`src/rtl/pjw_arbiter.sv`:
```
// rtl/pjw_arbiter.sv - round-robin arbiter sequencing N requesters onto one PJW hash engine
// Optional engine watchdog enabled by defining PJW_ARB_TIMEOUT_EN.
module pjw_arbiter #(
  parameter int N       = 4,
  parameter int IDW     = 2,
  parameter int TIMEOUT = 64
) (
  input  logic              clk,
  input  logic              rst,
  input  logic [N-1:0]      req_valid,
  input  logic [N*32-1:0]   req_data,
  output logic [N-1:0]      req_ready,
  output logic              rsp_valid,
  output logic [IDW-1:0]    rsp_id,
  output logic [31:0]       rsp_data,
  output logic              rsp_err,
  input  logic              rsp_ready,
  output logic              eng_valid,
  output logic [31:0]       eng_data,
  input  logic              eng_ready,
  input  logic [31:0]       eng_result,
  output logic              busy
);

  typedef enum logic [2:0] {IDLE, ISSUE, WAIT_LOW, WAIT_HIGH, RESP} state_t;

  state_t         state, state_nx;
  logic [IDW-1:0] rr_ptr, rr_ptr_nx, sel, rsp_id_nx;
  logic           found, grant, captured, timed_out;
  logic [N-1:0]   req_ready_nx;
  logic           eng_valid_nx, rsp_valid_nx, busy_nx;
  logic [31:0]    eng_data_nx, rsp_data_nx;
  logic [31:0]    words [N];

  if (IDW != $clog2(N) || N < 2 || N > 16 || TIMEOUT < 1) begin : g_bad_cfg
    $error("pjw_arbiter: invalid parameter set");
  end

  for (genvar gi = 0; gi < N; gi++) begin : g_words
    assign words[gi] = req_data[32*gi +: 32];
  end

  // Search starts one past the last grant so the last winner has lowest priority.
  always_comb begin : p_select
    logic [IDW:0] cand;
    cand  = '0;
    sel   = '0;
    found = 1'b0;
    for (int off = 1; off <= N; off++) begin
      cand = {1'b0, rr_ptr} + (IDW+1)'(off);
      if (cand >= (IDW+1)'(N)) cand = cand - (IDW+1)'(N);
      if (!found && req_valid[cand[IDW-1:0]]) begin
        found = 1'b1;
        sel   = cand[IDW-1:0];
      end
    end
  end

`ifdef PJW_ARB_TIMEOUT_EN
  localparam int WDW = $clog2(TIMEOUT + 1);
  logic [WDW-1:0] wd_cnt;
`endif

  always_comb begin : p_next
    state_nx  = state;
    grant     = 1'b0;
    captured  = 1'b0;
    timed_out = 1'b0;
    case (state)
      IDLE:      if (found && eng_ready) begin
                   grant    = 1'b1;
                   state_nx = ISSUE;
                 end
      ISSUE:     state_nx = WAIT_LOW;
      WAIT_LOW:  if (!eng_ready) state_nx = WAIT_HIGH;
      WAIT_HIGH: if (eng_ready) begin
                   captured = 1'b1;
                   state_nx = RESP;
                 end
      RESP:      if (rsp_valid && rsp_ready) state_nx = IDLE;
      default:   state_nx = IDLE;
    endcase
`ifdef PJW_ARB_TIMEOUT_EN
    if ((state == WAIT_LOW || state == WAIT_HIGH) && !captured &&
        wd_cnt == WDW'(TIMEOUT - 1)) begin
      timed_out = 1'b1;
      state_nx  = RESP;
    end
`endif
  end

  always_comb begin : p_out
    req_ready_nx = '0;
    if (grant) req_ready_nx[sel] = 1'b1;
    eng_valid_nx = (state_nx == ISSUE);
    eng_data_nx  = grant ? words[sel] : eng_data;
    rsp_id_nx    = grant ? sel : rsp_id;
    rr_ptr_nx    = grant ? sel : rr_ptr;
    rsp_data_nx  = captured ? eng_result : (timed_out ? 32'h0 : rsp_data);
    rsp_valid_nx = (state_nx == RESP);
    busy_nx      = (state_nx != IDLE);
  end

  always_ff @(posedge clk) begin : p_state
    if (rst) begin
      state     <= IDLE;
      rr_ptr    <= IDW'(N - 1);
      req_ready <= '0;
      eng_valid <= 1'b0;
      eng_data  <= '0;
      rsp_valid <= 1'b0;
      rsp_id    <= '0;
      rsp_data  <= '0;
      busy      <= 1'b0;
    end else begin
      state     <= state_nx;
      rr_ptr    <= rr_ptr_nx;
      req_ready <= req_ready_nx;
      eng_valid <= eng_valid_nx;
      eng_data  <= eng_data_nx;
      rsp_valid <= rsp_valid_nx;
      rsp_id    <= rsp_id_nx;
      rsp_data  <= rsp_data_nx;
      busy      <= busy_nx;
    end
  end

`ifdef PJW_ARB_TIMEOUT_EN
  always_ff @(posedge clk) begin : p_watchdog
    if (rst) begin
      wd_cnt  <= '0;
      rsp_err <= 1'b0;
    end else begin
      if (grant) wd_cnt <= '0;
      else if (state == WAIT_LOW || state == WAIT_HIGH) wd_cnt <= wd_cnt + WDW'(1);
      if (grant) rsp_err <= 1'b0;
      else if (timed_out) rsp_err <= 1'b1;
    end
  end
`else
  assign rsp_err = 1'b0;
`endif

endmodule

```
`config.mk`:
```
export PLATFORM = sky130hd
export DESIGN_NAME = pjw_arbiter
export DESIGN_NICKNAME = d
export VERILOG_FILES = /design/src/rtl/pjw_arbiter.sv
export SDC_FILE = /design/constraint.sdc
export NUM_CORES = 1
export LEC_CHECK = 0
export ABC_AREA = 1
export BUFFER_PORTS_ARGS = -buffer_cell sky130_fd_sc_hd__buf_2
export CAP_MARGIN = 15
export CORE_ASPECT_RATIO = 0.8
export CORE_MARGIN = 8
export CORE_UTILIZATION = 48
export CTS_BUF_LIST = sky130_fd_sc_hd__clkbuf_8 sky130_fd_sc_hd__clkbuf_16
export DETAILED_ROUTE_END_ITERATION = 8
export PLACE_DENSITY_LB_ADDON = 0.25
export SLEW_MARGIN = 20
export SYNTH_ARGS = -nofsm -noshare
export SYNTH_HDL_FRONTEND = slang
export SYNTH_SLANG_ARGS = --single-unit
export TNS_END_PERCENT = 50
```
`constraint.sdc`:
```
create_clock -name clk -period 3.4 [get_ports clk]
set_input_delay 0.68 -clock clk [delete_from_list [all_inputs] [get_ports clk]]
set_output_delay 0.68 -clock clk [all_outputs]
set_load 0.03 [all_outputs]
```
==> results of run 1 <==
[routing by layer]
layer / vias up / global-route usage [%] / part of all wire (%)
met3: 20 / 8.62 / 10
met5: - / 0 / 0
met4: 0 / 5.30 / 1.6
met1: 2245 / 25.7 / 40
met2: 226 / 39.0 / 49
li1: 2562 / - / -
[worst max-delay path: stages (launching register included)]
cell and delay (ns):
dfxtp_1 0.63, inv_6 0.10, nand2_1 0.09, nand2_1 0.08, nand2_1 0.11, nand2_2 0.08, inv_2 0.07, nand2_1 0.07
nand2_2 0.08, nand3_4 0.41, nor2_4 0.48, nand2_1 0.11, nand2_1 0.08, nor2_1 0.05, nor2_1 0.07
[cell usage after synthesis, drive strengths merged]
cell    instances
clkbuf         16
conb            1
dfxtp          78
o211ai          2
nand2b          1
nor2          137
a21oi           5
nand2         196
clkinv          1
nand4           2
inv            33
nor3            5
nand3         121
a31oi           1
buf            31
o21ai          46
[power by group]
group | switching (uW) | total [uW] | internal (uW)
clock | 352 | 693 | 342
sequential | 105 | 1200 | 1090
combinational | 1980 | 2820 | 838
[state kept, by name (all words and copies together), names as in the netlist]
register,cells
rsp_data,32
busy,1
req_ready,4
rsp_valid,1
eng_valid,1
eng_data,32
state,3
rr_ptr,2
rsp_id,2
[cell families after synthesis]
kind of cell / after synthesis / share of synthesized area, %
flip-flops: 78 / 36.5
AND/OR/NAND/NOR: 462 / 46.9
AO/OA/AOI/OAI: 54 / 6.87
buffers and inverters: 81 / 9.62
other: 1 / 0.0876
[worst max-delay path by stage]
stage          depth (start not counted)      endpoint
2_1_floorplan                         13     rr_ptr[1]
3_3_place_gp                          13   eng_data[0]
3_5_place_dp                          13   eng_data[0]
4_1_cts                               14  eng_data[10]
5_1_grt                               14  eng_data[19]
6_report                              14   eng_data[5]
[layout by cell type (no fill, tap or decap)]
cell type	instances
clkbuf_8	9
conb_1	1
nor3_1	5
nand2_1	188
buf_4	6
clkinv_1	1
inv_2	8
bufinv_16	1
o21ai_0	46
nand2b_1	1
a31oi_1	1
nand4_1	1
clkinvlp_4	3
nand3_4	2
nor2_1	135
o211ai_2	2
inv_6	3
inv_1	25
a21oi_2	2
a21oi_1	3
buf_2	240
nor2_4	2
nand3_1	112
dfxtp_1	78
nand3_2	7
nand4_4	1
nand2_2	8
[layout make-up]
| class | count | area [sq um] | share of cell area, % |
|---|---|---|---|
| flip-flops and latches | 78 | 1560 | 28.0 |
| well taps | 112 | 140 | 2.51 |
| repair buffers | 246 | 1250 | 22.3 |
| multi-input cells | 517 | 2310 | 41.3 |
| inverters | 34 | 133 | 2.37 |
| clock buffers | 9 | 124 | 2.22 |
| clock inverters | 7 | 73.8 | 1.32 |
[per-stage QoR]
step	std cells	utilization (%)	instance area, sq um	hold WS (ns)	power [uW]
floorplan	676	-	4280	0.468	3560
global placement	987	63.0	5390	0.466	3940
global route	1003	65.3	5590	0.497	5130
detailed placement	987	63.0	5390	0.467	4020
finish	1003	65.3	5590	0.483	4710
CTS	1003	65.3	5590	0.481	4720
==> out/metrics.cfg, run 1 <==
[synth]
synthDistinctLibCells=26
yosysSeqAreaShare_pct=36.5
ys_ff_latch=78
syn_nets=844
syn_inst=676
avgSynthCellArea_sq_um=6.33
synthTopCellsByArea=dfxtp_1 36%, nand2_1 16%, nand3_1 13%
ys_warn_count=0
yosysTopAreaCellShare_pct=36.5
synth_area_leader_cell=dfxtp_1
synth_area_sq_mm=0.00428

[global_routing]
grt_pass1_wl_mm=23.0
grt_max_degree=49
antenna_found_initial=0
grt-ovfl-total=0
grt_pass1_vias=4845
grt_usage_pct=22.6

[clock_tree]
clk_pin_slew_ns=0.08
cts_buffer_depth=2
cts_resized=0
postCtsSetupBuffers=0
cts_htree_levels=3
cts_tree=yes
clkSinkCount=78
clock-root-buffer=clkbuf_8
hold_buffers=0
cts_made_buffers=9
clk_latency_ns=0.35

[setup_path]
crit_arrival_ns=2.86
cp.required_ns=3.68
ff2ff_setup_slack_ns=0.82
r2r-end=eng_data[5]
r2r-start=rr_ptr[0]
endpoint_kind=flip-flop
reg2reg_depth=14
critPathLaunchType=flip-flop
cp_max_fo=47
path_class=flip-flop to flip-flop
cp-startpoint=rr_ptr[0]

[hold_path]
whs_endpoint=rsp_id[1]
holdCritPathClass=flip-flop to flip-flop
hold_depth=2
worstHoldStart=rsp_id[1]

[placed_design]
place_ws_ns=0.762
gp_congestion=0.909
dp_hpwl_mm=11.2
port_buffers=240

[floorplan]
die_area_sq_mm=0.0122
coreArea_sq_mm=0.00856
fp.dieW_microns=122
boundaryPins=242
chipHeight_microns=100
num_rows=30
start_util_pct=50.0

[sta]
fin_tns_setup_ns=0
grt_setup_unrepaired=no
fmax_ghz=0.388
fin_worst_skew_ns=0.0123
fin_crit_ns=2.58
drv_slew=0
worstMarginPinSlew_ns=0.669
fin_ws_ns=0.820
relSlewSlack_pct=55.4
hold_violations=0
fin_crit_sh_pct=75.9
setup_viol=0

[detailed_routing]
vias=5053
initialDrtViolationCount=328
drtPass1Iterations=5
drc_errors=0
routedWlPerCell_microns=14.4
drtAntennaViolNets=0
drt_wl_total_mm=14.4
via_per_inst=5.04

[power_and_ir_drop]
p_leak_uw=0.00318
powerDensity_mw_per_mm2=843
vdd_drop_max_v=0.000578

[layout]
layout-drive-gt1-share_pct=33.0
area_growth_pct=30.5
fillers=804
nNetsFinal=1054
antennaDiodeCount=0

[status]
outcome=finished, final reports clean

[job]
maxCapViolCount=0

Power figures use the tool's default switching activity.
==> run 2, diff against run 1 <==
--- a/config.mk
+++ b/config.mk
@@ -10,7 +10,7 @@
 export CAP_MARGIN = 15
 export CORE_ASPECT_RATIO = 0.8
 export CORE_MARGIN = 8
-export CORE_UTILIZATION = 48
+export CORE_UTILIZATION = 45
 export CTS_BUF_LIST = sky130_fd_sc_hd__clkbuf_8 sky130_fd_sc_hd__clkbuf_16
 export DETAILED_ROUTE_END_ITERATION = 8
 export PLACE_DENSITY_LB_ADDON = 0.25
==> constraint.sdc (replaced) <==
create_clock -name clk -period 2.7 [get_ports clk]
set_input_delay 0.54 -clock clk [delete_from_list [all_inputs] [get_ports clk]]
set_output_delay 0.54 -clock clk [all_outputs]
set_load 0.03 [all_outputs]
==> out/metrics.cfg, run 2 (synthesis gave the netlist of run 1 again) <==
[detailed_routing]
drtPass1Iterations=4  ; -1
routedWlPerCell_microns=14.0  ; -2.4%
drt_wl_total_mm=14.3  ; -1.2%
via_per_inst=4.97  ; -1.3%
drc_errors=0  ; unchanged
initialDrtViolationCount=232  ; -29%
drtAntennaViolNets=0  ; unchanged
vias=5053  ; unchanged

[sta]
grt_setup_unrepaired=no
fin_ws_ns=0.386  ; -0.434 ns
fin_crit_sh_pct=85.7  ; +9.8 points
relSlewSlack_pct=60.2  ; +4.8 points
fin_worst_skew_ns=0.00883  ; -0.00350 ns
worstMarginPinSlew_ns=0.595  ; -0.0732 ns
fin_crit_ns=2.31  ; -0.266 ns
drv_slew=0  ; unchanged
setup_viol=0  ; unchanged
fin_tns_setup_ns=0  ; unchanged
hold_violations=0  ; unchanged
fmax_ghz=0.432  ; +11%

[setup_path]
cp_max_fo=33  ; -30%
path_class=flip-flop to flip-flop
r2r-end=eng_data[0]
ff2ff_setup_slack_ns=0.39  ; -0.43 ns
cp-startpoint=rr_ptr[0]
reg2reg_depth=14  ; unchanged
crit_path_end=eng_data[0]
endpoint_kind=flip-flop
r2r-start=rr_ptr[0]
crit_arrival_ns=2.58  ; -0.28 ns
critPathLaunchType=flip-flop
cp.required_ns=2.97  ; -0.71 ns

[floorplan]
fp.dieW_microns=125  ; +2.8%
boundaryPins=242  ; unchanged
chipHeight_microns=103  ; +2.8%
num_rows=32  ; +6.7%
start_util_pct=45.3  ; -4.7 points
die_area_sq_mm=0.0129  ; +5.7%
coreArea_sq_mm=0.00945  ; +10%

[placed_design]
place_ws_ns=0.417  ; -0.345 ns
placed_cells=1000  ; +1.3%
port_buffers=240  ; unchanged
gp_congestion=0.878  ; -3.3%
dp_hpwl_mm=11.1  ; -1.1%

[hold_path]
hold_depth=3  ; +1
holdCritPathClass=primary input to flip-flop

[clock_tree]
postCtsSetupBuffers=0  ; unchanged
cts_made_buffers=9  ; unchanged
cts_htree_levels=3  ; unchanged
clk_pin_slew_ns=0.07  ; about the same
cts_resized=0  ; unchanged
clkSinkCount=78  ; unchanged
clock-root-buffer=clkbuf_16
hold_buffers=0  ; unchanged
cts_buffer_depth=2  ; unchanged
cts_tree=yes
clk_latency_ns=0.33  ; -0.02 ns

[layout]
reg.largest.list=eng_data x32, rsp_data x32, req_ready x4
area_growth_pct=35.8
instances_no_fill=1016  ; +1.3%
nNetsFinal=1060  ; +0.57%
final_cell_mix=240 x buf_2, 188 x nand2_1, 135 x nor2_1
final_common_cell=buf_2
layout-drive-gt1-share_pct=33.3  ; +0.34 points
antennaDiodeCount=0  ; unchanged
multi_input_area_sq_mm=0.00231  ; unchanged
fillers=902  ; +12%
regArea_sq_mm=0.00156  ; unchanged

[power_and_ir_drop]
power_frac_comb_pct=55.9  ; -4.0 points
power_frac_clock_pct=21.2  ; +6.5 points
pwr-share-seq_pct=22.9  ; -2.5 points
vdd_drop_max_v=0.000890  ; +54%
p_leak_uw=0.00329  ; +3.6%
intPower_uw=3430  ; +51%
switchingPower_uw=3150  ; +29%
powerDensity_mw_per_mm2=1130  ; +34%
switching_share_pct=47.9  ; -3.9 points

[global_routing]
grt_max_degree=49  ; unchanged
antenna_found_initial=0  ; unchanged
grt_usage_pct=20.7  ; -1.9 points
grt-ovfl-total=0  ; unchanged
grt_pass1_wl_mm=22.4  ; -2.6%
grt_pass1_vias=4733  ; -2.3%

[status]
outcome=finished, final reports clean

[job]
maxCapViolCount=0  ; unchanged

## run 2: area by class of cell
type | instances | share of cell area [%]
Multi-Input combinational cell | 517 | 39.7
Timing Repair Buffer | 252 | 22.6
Tap cell | 119 | 2.56
Inverter | 34 | 2.28
Sequential cell | 78 | 26.9
Clock buffer | 9 | 3.87
Clock inverter | 7 | 2.09
## run 2: worst min path at each step
stage / from / end / slack [ns]
2_1_floorplan: state[1] / state[0] / 0.47
3_3_place_gp: rsp_id[0] / rsp_id[0] / 0.47
3_5_place_dp: rsp_id[0] / rsp_id[0] / 0.49
4_1_cts: eng_result[24] / rsp_data[24] / 0.42
5_1_grt: eng_result[6] / rsp_data[6] / 0.43
6_report: eng_result[25] / rsp_data[25] / 0.44
## run 2: critical path, cell delays in order (launching register included)
cell and delay [ns]:
dfxtp_1 0.60, inv_6 0.09, nand2_1 0.10, nand2_1 0.09, nand2_1 0.07, nand2_1 0.08, nor2_4 0.14, nand3_1 0.10
nand3_2 0.09, buf_4 0.33, buf_4 0.30, nand2_1 0.09, nand3_1 0.08, nand2_1 0.05, inv_1 0.04
## run 2: power by group through the flow
stage	registers, uW	clock network [uW]	logic (uW)
finish	1510	1400	3680
global route	1530	1470	4120
CTS	1510	1430	3680
detailed placement	1530	0	3680
global placement	1520	0	3610
floorplan	1910	0	2580
## run 2: metal layers
layer  vias up  part of all wire, %  track usage [%]
li1       2576                    -                -
met1      2261                   40             23.0
met2       199                   50             37.1
met3        17                  8.6             7.89
met4         0                  1.5             5.32
met5         -                    0                0
## run 2: metrics by stage
| stage | hold slack (ns) | util (%) | instance area, sq um | total power (uW) |
|---|---|---|---|---|
| CTS | 0.425 | 61.5 | 5810 | 6620 |
| detailed placement | 0.485 | 57.9 | 5470 | 5200 |
| global placement | 0.472 | 57.9 | 5470 | 5140 |
| finish | 0.436 | 61.5 | 5810 | 6590 |
| floorplan | 0.468 | - | 4280 | 4490 |
| global route | 0.434 | 61.5 | 5810 | 7130 |
==> run 3, diff against run 2 <==
--- a/config.mk
+++ b/config.mk
@@ -5,12 +5,11 @@
 export SDC_FILE = /design/constraint.sdc
 export NUM_CORES = 1
 export LEC_CHECK = 0
-export ABC_AREA = 1
-export BUFFER_PORTS_ARGS = -buffer_cell sky130_fd_sc_hd__buf_2
+export BUFFER_PORTS_ARGS = -buffer_cell sky130_fd_sc_hd__clkbuf_2
 export CAP_MARGIN = 15
 export CORE_ASPECT_RATIO = 0.8
 export CORE_MARGIN = 8
-export CORE_UTILIZATION = 45
+export CORE_UTILIZATION = 42
 export CTS_BUF_LIST = sky130_fd_sc_hd__clkbuf_8 sky130_fd_sc_hd__clkbuf_16
 export DETAILED_ROUTE_END_ITERATION = 8
 export PLACE_DENSITY_LB_ADDON = 0.25
==> out/metrics.cfg, run 3 <==
[status]
outcome=finished, final reports clean

[setup_path]
path_buf_inv=0  ; -4
crit_slowest_cell=a311o_2
crit_chain=o21bai_1 -> a311o_2 -> a221oi_1 -> a31oi_1
r2r-start=rr_ptr[1]
cp.required_ns=2.94  ; -0.03 ns
ff2ff_setup_slack_ns=0.65  ; +0.27 ns
cp_max_fo=33  ; unchanged
cp-startpoint=rr_ptr[1]
path_delay_family=compound AO/OA/AOI/OAI gates
r2r-end=eng_data[22]
critPathLaunchType=flip-flop
max_stage_delay_ns=0.68  ; +0.08 ns
endpoint_kind=flip-flop
path_class=flip-flop to flip-flop
reg2reg_depth=4  ; -10
crit_arrival_ns=2.29  ; -0.29 ns

[synth]
syn_inst=439  ; -35%
ys_ff_latch=78  ; unchanged
async_flop_share_pct=0  ; unchanged
synth_area_sq_mm=0.00370  ; -13%
syn_nets=607  ; -28%
ys_top_cells_by_count=99 x nand2_1, 78 x dfxtp_1, 37 x a21oi_1, 35 x o21bai_1, 34 x a31oi_1
synth_area_leader_cell=dfxtp_1
synthTopCellsByArea=dfxtp_1 42%, nand2_1 10%, o21bai_1 7.1%
yosysTopAreaCellShare_pct=42.1  ; +5.7 points
avgSynthCellArea_sq_um=8.44  ; +33%
ys_warn_count=0  ; unchanged
yosysSeqAreaShare_pct=42.1  ; +5.7 points
synth_ff_type=dfxtp_1
synth.most_common_cell=nand2_1
synth_edf_count=0  ; unchanged
synthDistinctLibCells=44  ; +69%

[detailed_routing]
routedWlPerCell_microns=18.0  ; +28%
drtAntennaViolNets=0  ; unchanged
drt_wl_total_mm=13.9  ; -2.8%
via_per_inst=5.47  ; +10%
vias=4229  ; -16%
drc_errors=0  ; unchanged
drtPass1Iterations=4  ; unchanged
initialDrtViolationCount=289  ; +25%

[global_routing]
grt_pass1_wl_mm=21.9  ; -2.3%
grt_usage_pct=22.1  ; +1.4 points
antenna_found_initial=0  ; unchanged
grt_max_degree=54  ; +10%
grt-ovfl-total=0  ; unchanged
grt_pass1_vias=4303  ; -9.1%

[layout]
layout-drive-gt1-share_pct=42.5  ; +9.2 points
reg.largest.list=eng_data x32, rsp_data x32, req_ready x4
antennaDiodeCount=0  ; unchanged
fillers=801  ; -11%
final_common_cell=clkbuf_2
area_growth_pct=38.1
nNetsFinal=824  ; -22%
final_cell_mix=240 x clkbuf_2, 99 x nand2_1, 78 x dfxtp_1

[sta]
fin_worst_skew_ns=0.00807  ; -0.000761 ns
fin_tns_setup_ns=0  ; unchanged
fmax_ghz=0.489  ; +13%
grt_setup_unrepaired=no
relSlewSlack_pct=48.1  ; -12 points
worstMarginPinSlew_ns=0.778  ; +0.183 ns
drv_slew=0  ; unchanged
hold_ws_ns=0.390  ; -0.0456 ns
setup_viol=0  ; unchanged
hold_violations=0  ; unchanged
fin_crit_ns=2.05  ; -0.267 ns
fin_crit_sh_pct=75.8  ; -9.9 points

[clock_tree]
hold_buffers=0  ; unchanged
cts_buffer_depth=2  ; unchanged
clk_latency_ns=0.36  ; +0.03 ns
cts_htree_levels=3  ; unchanged
postCtsSetupBuffers=0  ; unchanged
clk_pin_slew_ns=0.09  ; +0.02 ns
clock-root-buffer=clkbuf_8
cts_resized=0  ; unchanged
cts_tree=yes
cts_made_buffers=9  ; unchanged
clkSinkCount=78  ; unchanged

[floorplan]
start_util_pct=43.5  ; -1.8 points
coreArea_sq_mm=0.00852  ; -9.8%
chipHeight_microns=100  ; -3.1%
boundaryPins=242  ; unchanged
die_area_sq_mm=0.0121  ; -6.3%
fp.dieW_microns=121  ; -3.2%
num_rows=30  ; -6.3%

[hold_path]
holdCritPathClass=primary input to flip-flop
hold_depth=3  ; unchanged
whs_endpoint=rsp_data[29]
worstHoldStart=eng_result[29]

[power_and_ir_drop]
powerDensity_mw_per_mm2=574  ; -49%
p_leak_uw=0.00239  ; -27%
vdd_drop_max_v=0.000414  ; -53%

[placed_design]
port_buffers=240  ; unchanged
dp_hpwl_mm=10.5  ; -5.8%
gp_congestion=0.838  ; -4.7%

[job]
maxCapViolCount=0  ; unchanged

run 3: changes by cell type after synthesis, moves of 24 or more:
cell,change
a21oi_1,+34
a31oi_1,+33
a221oi_1,+24
nand2_1,-89
nand3_1,-112
nor2_1,-127
o21bai_1,+35
run 3: metrics by stage:
stage | total power, uW | cells | util [%] | instance area, sq um | setup WS [ns]
finish | 2940 | 773 | 60.0 | 5110 | 0.653
global route | 3070 | 773 | 60.0 | 5110 | 0.534
CTS | 2960 | 773 | 60.0 | 5110 | 0.707
detailed placement | 2070 | 757 | 57.7 | 4920 | 0.420
global placement | 2050 | 757 | 57.7 | 4920 | 0.489
floorplan | 1790 | 439 | - | 3700 | 0.865
run 3: power by group:
| part | internal, uW | switching (uW) |
|---|---|---|
| Clock | 430 | 466 |
| Sequential | 1230 | 56.2 |
| Combinational | 287 | 467 |
| Total | 1950 | 989 |
run 3: logic make-up after synthesis:
family	Yosys count	share of synthesized area [%]
AO/OA/AOI/OAI	185	35.4
buffers and inverters	47	7.02
flip-flops	78	42.1
multiplexers	1	0.270
other	1	0.101
AND/OR/NAND/NOR	127	15.0
run 3: layer usage:
layer	vias to the layer above	track usage, %	wire, microns
met5	-	0	0
met4	0	8.05	331
met3	28	7.74	1260
met2	184	39.0	6930
met1	1988	23.9	5360
li1	2029	-	-
run 3: cell type report:
type	instances	area, sq um	share of cell area (%)
multi-input combinational	314	1890	37.0
sequential	78	1560	30.5
timing repair buffer	249	1310	25.5
tap	112	140	2.74
clock buffer	9	124	2.42
clock inverter	7	73.8	1.44
inverter	4	15.0	0.294
run 3: worst min-delay path: stages:
cell and delay, ns:
clkbuf_2 0.08, nand2_1 0.04, a21oi_1 0.05
run 3: worst max-delay path by stage:
stage,slack [ns],cells after the start,endpoint
CTS,0.71,4,eng_data[25]
global route,0.53,4,eng_data[5]
global placement,0.49,5,eng_data[25]
finish,0.65,4,eng_data[22]
detailed placement,0.42,5,eng_data[18]
floorplan,0.87,6,eng_data[10]
